File: config.mk
export PLATFORM = sky130hd
export DESIGN_NAME = fir_cdc_reg_bank
export DESIGN_NICKNAME = d
export VERILOG_FILES = /design/src/rtl/fir_cdc_reg_bank.sv
export SDC_FILE = /design/constraint.sdc
export NUM_CORES = 2
export LEC_CHECK = 0
export BUFFER_PORTS_ARGS = -buffer_cell sky130_fd_sc_hd__buf_4
export CORE_ASPECT_RATIO = 0.6
export CORE_MARGIN = 5
export CORE_UTILIZATION = 50
export CTS_CLUSTER_DIAMETER = 50
export DETAILED_ROUTE_END_ITERATION = 6
export GPL_TIMING_DRIVEN = 0
export PLACE_DENSITY = 0.66
export SLEW_MARGIN = 0
export SYNTH_ARGS = -nofsm -noshare
export SYNTH_HDL_FRONTEND = slang
export SYNTH_SLANG_ARGS = --single-unit
File: constraint.sdc
create_clock -name clk -period 2.4 [get_ports clk]
set_input_delay 0.12 -clock clk [delete_from_list [all_inputs] [get_ports clk]]
set_output_delay 0.12 -clock clk [all_outputs]
set_load 0.02 [all_outputs]
File: src/rtl/fir_cdc_reg_bank.sv
// Domain-B register responder for the CDC write/read channel. Decodes control,
// status, sample length, ID and a double-buffered 32-entry coefficient bank,
// and sequences FIR runs with a start/done handshake.
module fir_cdc_reg_bank #(
  parameter int unsigned       DATA_W   = 16,
  parameter int unsigned       ADDR_W   = 6,
  parameter int unsigned       N_TAPS   = 32,
  parameter logic [DATA_W-1:0] ID_VALUE = 16'hF1C0
) (
  input  logic              clk,
  input  logic              rst,
  input  logic [ADDR_W-1:0] CDC_A,
  input  logic [DATA_W-1:0] CDC_data,
  input  logic              CDC_wr,
  output logic [DATA_W-1:0] data_back,
  input  logic [4:0]        coef_addr,
  output logic [DATA_W-1:0] coef_data,
  output logic              fir_start,
  input  logic              fir_done,
  output logic              fir_enable,
  output logic [DATA_W-1:0] sample_len
);

  localparam logic [0:0] StIdle = 1'b0;
  localparam logic [0:0] StRun  = 1'b1;

  logic [0:0]        state_q;
  logic              wr_q;
  logic              enable_q;
  logic              done_q;
  logic              wr_err_q;
  logic              start_rej_q;
  logic [DATA_W-1:0] len_q;
  logic [DATA_W-1:0] shadow_q [N_TAPS];
  logic [DATA_W-1:0] active_q [N_TAPS];

  logic              wr_rise;
  logic              is_coef;
  logic              wr_ctrl;
  logic              wr_len;
  logic              wr_bad;
  logic              start_ok;
  logic              start_rej_set;
  logic              stop_run;
  logic              done_set;
  logic              clr_flags;
  logic [DATA_W-1:0] rd_data;

  // A held CDC_wr level yields a single write on its rising edge.
  assign wr_rise = CDC_wr & ~wr_q;
  assign is_coef = CDC_A[5];
  assign wr_ctrl = wr_rise && (CDC_A == 6'd0);
  assign wr_len  = wr_rise && (CDC_A == 6'd2);
  // Writes to STATUS, ID and the reserved hole only flag an error.
  assign wr_bad  = wr_rise && !is_coef && (CDC_A != 6'd0) && (CDC_A != 6'd2);

  // START needs the written ENABLE bit set and an idle sequencer.
  assign start_ok      = wr_ctrl && CDC_data[1] && CDC_data[0] && (state_q == StIdle);
  assign start_rej_set = wr_ctrl && CDC_data[1] && !start_ok;
  // Dropping ENABLE aborts a run; a coincident fir_done is ignored.
  assign stop_run      = wr_ctrl && !CDC_data[0] && (state_q == StRun);
  assign done_set      = (state_q == StRun) && fir_done && !stop_run;
  assign clr_flags     = wr_ctrl && CDC_data[2];

  assign fir_enable = enable_q;
  assign sample_len = len_q;

  // Read multiplexer on pre-edge register values.
  always_comb begin
    rd_data = '0;
    if (is_coef) begin
      rd_data = shadow_q[CDC_A[4:0]];
    end else begin
      case (CDC_A[4:0])
        5'd0:    rd_data[0]   = enable_q;
        5'd1:    rd_data[3:0] = {start_rej_q, wr_err_q, done_q, state_q == StRun};
        5'd2:    rd_data      = len_q;
        5'd3:    rd_data      = ID_VALUE;
        default: rd_data      = '0;
      endcase
    end
  end

  // Control, status flags and run sequencer.
  always_ff @(posedge clk) begin
    if (rst) begin
      state_q     <= StIdle;
      wr_q        <= 1'b0;
      enable_q    <= 1'b0;
      done_q      <= 1'b0;
      wr_err_q    <= 1'b0;
      start_rej_q <= 1'b0;
      len_q       <= '0;
      fir_start   <= 1'b0;
    end else begin
      wr_q      <= CDC_wr;
      fir_start <= start_ok;
      if (wr_ctrl) enable_q <= CDC_data[0];
      if (wr_len)  len_q    <= CDC_data;

      if (start_ok) begin
        state_q <= StRun;
      end else if (stop_run || done_set) begin
        state_q <= StIdle;
      end

      // Set events take priority over CLR_DONE in the same cycle.
      if (done_set) begin
        done_q <= 1'b1;
      end else if (clr_flags || start_ok) begin
        done_q <= 1'b0;
      end
      if (wr_bad) begin
        wr_err_q <= 1'b1;
      end else if (clr_flags) begin
        wr_err_q <= 1'b0;
      end
      if (start_rej_set) begin
        start_rej_q <= 1'b1;
      end else if (clr_flags) begin
        start_rej_q <= 1'b0;
      end
    end
  end

  // Host writes land in the shadow bank; an accepted START snapshots it into the active bank.
  always_ff @(posedge clk) begin
    if (rst) begin
      for (int i = 0; i < N_TAPS; i++) begin
        shadow_q[i] <= '0;
        active_q[i] <= '0;
      end
    end else begin
      if (wr_rise && is_coef) shadow_q[CDC_A[4:0]] <= CDC_data;
      if (start_ok) active_q <= shadow_q;
    end
  end

  // Registered read-back and coefficient outputs.
  always_ff @(posedge clk) begin
    if (rst) begin
      data_back <= '0;
      coef_data <= '0;
    end else begin
      data_back <= wr_rise ? CDC_data : rd_data;
      coef_data <= active_q[coef_addr];
    end
  end

endmodule

==> impl_metrics.json <==
{
  "synth_area_leaders": "dfxtp_1 46%, nand2_1 13%, mux4_2 11%",
  "ant_nets": 0,
  "outcome": "complete, but fails checks",
  "clk_path_buf_depth": 3,
  "core-area_um2": 93830,
  "finalCriticalPeriod_ns": 2.606,
  "grt_usage_pct": 45.57,
  "grt_pass1_wl_um": 317500,
  "fmax_ghz": 0.3837,
  "layout-drive-gt1-share_pct": 21.38,
  "setup-violations-final": 36,
  "vias_per_cell": 6.583,
  "violations": "max-capacitance violations, max-slew violations, negative setup slack",
  "seq_area_frac_synth_pct": 45.68,
  "cts_tree": "done",
  "drv_slew": 88,
  "grt_overflow_total": 0,
  "grt_setup_unrepaired": "no",
  "nets": 5447,
  "finalHoldViolCount": 0,
  "drc_errors": 0,
  "die_area_um2": 101000,
  "instances_no_fill": 6761,
  "die_y_um": 248.2,
  "synth-edff-count": 0,
  "ys_types": 70,
  "area_growth_pct": 14.18,
  "yosysMostFrequentCell": "nand2_1",
  "netlist_top_cells_count": "1,603 x nand2_1, 1,079 x dfxtp_1, 702 x a21oi_1",
  "async_reset_ff_share_pct": 0,
  "crit_type": "primary input to flop",
  "crit_start": "CDC_A[1]",
  "synthFlopType": "dfxtp_1",
  "rr_worst_depth": 5,
  "reg2reg_from": "shadow_q[325]",
  "placement.io_buffers": 61,
  "crit_path_frequent_cell": "buf_6",
  "p_leak_nw": 17.29,
  "hpwl_um": 177900,
  "r2r-end": "data_back[5]",
  "cp.required_ns": 2.99,
  "die_w_um": 407.0,
  "syn_inst": 5221,
  "utilization_pct": 57.54,
  "cp-endpoint": "data_back[14]",
  "cts_buffers": 104,
  "max_stage_delay_ns": 0.44,
  "grt_max_degree": 16,
  "synthesis.nets": 5252,
  "synth.avg_cell_area_um2": 9.058,
  "num_vias": 44510,
  "relSlewSlack_pct": -4.082,
  "reg2reg_slack_ns": -0.05,
  "start_util_pct": 50.40,
  "grt_pass1_vias": 39310,
  "worst_hold_path_type": "primary input to flop",
  "clk_pin_slew_worst_paths_ns": 0.07,
  "worstMarginPinSlew_ns": 1.561,
  "synth_top_cell_by_area": "dfxtp_1",
  "drt_wl_total_um": 236100,
  "fin_skew_ns": 0.02314,
  "clock_sinks": 1079,
  "irDropWorstVdd_mv": 0.6536,
  "first_pass_iters": 7,
  "wire_per_inst_um": 34.91,
  "p_per_area_nw_per_um2": 711.7,
  "worstPathCellList": "buf_2 > buf_4 > buf_6 > buf_6 > mux4_2 > a22oi_2 > nand4_1 > a32o_1",
  "placed_cells": 6528,
  "cp_slowest_cell": "mux4_2",
  "num-fill-cells": 8451,
  "crit_path_start_kind": "primary input",
  "htreeDepth": 3,
  "rows": 87,
  "antenna_found_initial": 37,
  "cts_root_buf": "clkbuf_16",
  "crit_fanout": 10,
  "synthDominantCellAreaShare_pct": 45.68,
  "arrival_ns": 3.20,
  "yosys_warnings": 0,
  "routabilityCongestion": 1.093,
  "ioPinCount": 81,
  "setup_slack_ns": -0.2060,
  "cap_violations": 8,
  "ys_ff_latch": 1079,
  "crit_path_end_kind": "flop",
  "netlist_area_um2": 47290,
  "fin_crit_sh_pct": 108.6,
  "clk_latency_ns": 0.72,
  "drtIter0Drc": 7512
}
how the worst min path moves through the flow:
stage | from | to | slack (ns) | cells after the start
3_3_place_gp | CDC_wr | wr_q | 0.40 | 2
3_5_place_dp | CDC_wr | wr_q | 0.40 | 2
2_1_floorplan | CDC_wr | wr_q | 0.25 | 1
6_report | CDC_data[2] | shadow_q[498] | 0.07 | 3
4_1_cts | CDC_data[2] | shadow_q[498] | 0.01 | 3
5_1_grt | CDC_data[2] | shadow_q[498] | 0.02 | 3
cells by family after synthesis:
kind of cell | count (synthesis) | synth area share, %
AOI/OAI and AO/OA | 1080 | 13.81
muxes | 491 | 16.79
buffers and inverters | 477 | 5.453
DFF | 1079 | 45.68
and+or+nand+nor | 2094 | 18.27
placed cells by master (no fill, tap or decap), types with 21 or more instances in the layout:
cell,instances
clkbuf_1,240
buf_4,102
o21ai_0,54
a22oi_1,24
buf_2,71
mux2i_1,226
buf_12,23
nor2_1,176
mux4_2,241
nand2_1,1602
clkbuf_8,25
a22o_1,21
nand3_1,25
clkbuf_2,55
nor3_1,26
clkbuf_16,105
nand2_2,161
a21oi_1,702
dfxtp_1,1079
nor2_4,25
buf_6,50
a21oi_2,200
flip-flops by register name, indices dropped and copies added (netlist names):
name	cells
active_q	512
coef_data	16
data_back	16
done_q	1
fir_enable	1
fir_start	1
sample_len	16
shadow_q	512
start_rej_q	1
state_q	1
wr_err_q	1
wr_q	1
cell type report:
class                      count  area [um^2]  share of cell area, %
antenna                       18        45.04                0.08342
multi-input combinational   3665        23560                  43.64
buffer                       466         2774                  5.137
tap                         1246         1559                  2.887
clock buffer                 143         3020                  5.594
sequential                  1079        21600                  40.00
inverter                       4        15.01                0.02781
timing repair buffer          96        788.3                  1.460
clock inverter                44        630.6                  1.168
where the power goes:
group	total (mW)	internal, mW	leakage (nW)	switching (mW)
clock	18.0	10.2	1.79	7.73
sequential	18.0	17.9	8.69	0.0410
combinational	2.48	0.508	6.81	1.97
critical path: cells and delay by family:
| kind | cells | cell delay, ns |
|---|---|---|
| compound gates | 2 | 0.82 |
| mux | 1 | 0.44 |
| buf+inv | 4 | 1.36 |
| simple gates | 1 | 0.42 |
per-layer routing:
| layer | wire length [um] | global-route usage [%] | share of wire (%) |
|---|---|---|---|
| met1 | 94600 | 64.81 | 40 |
| met4 | 10690 | 17.07 | 4.5 |
| met2 | 85450 | 56.68 | 36 |
| met3 | 45120 | 25.05 | 19 |
| met5 | 195 | 0 | 0.083 |
what timing repair did:
action / CTS / global route
pin swaps: 6 / 7
endpoints found under the hold margin: 30 / 0
buffers inserted: 5 / 15
hold buffers: 14 / 0
gates cloned: 0 / 0
endpoints found under the setup margin: 901 / 530
gates resized for setup: 137 / 100
metrics by stage:
stage          total power [mW]  setup TNS [ns]  setup slack (ns)  area (um^2)  hold WS [ns]
2_1_floorplan             19.46               0            0.4284        47290        0.2482
6_report                  38.43          -1.640           -0.2060        54000       0.06808
4_1_cts                   38.07        -0.02527          -0.01308        53570       0.01433
3_3_place_gp              20.59         -617.01            -1.732        49310        0.3997
5_1_grt                   39.00               0          0.003339        53960       0.01660
3_5_place_dp              20.58         -636.30            -1.703        49310        0.4037
(Power assumes the default switching activity.)
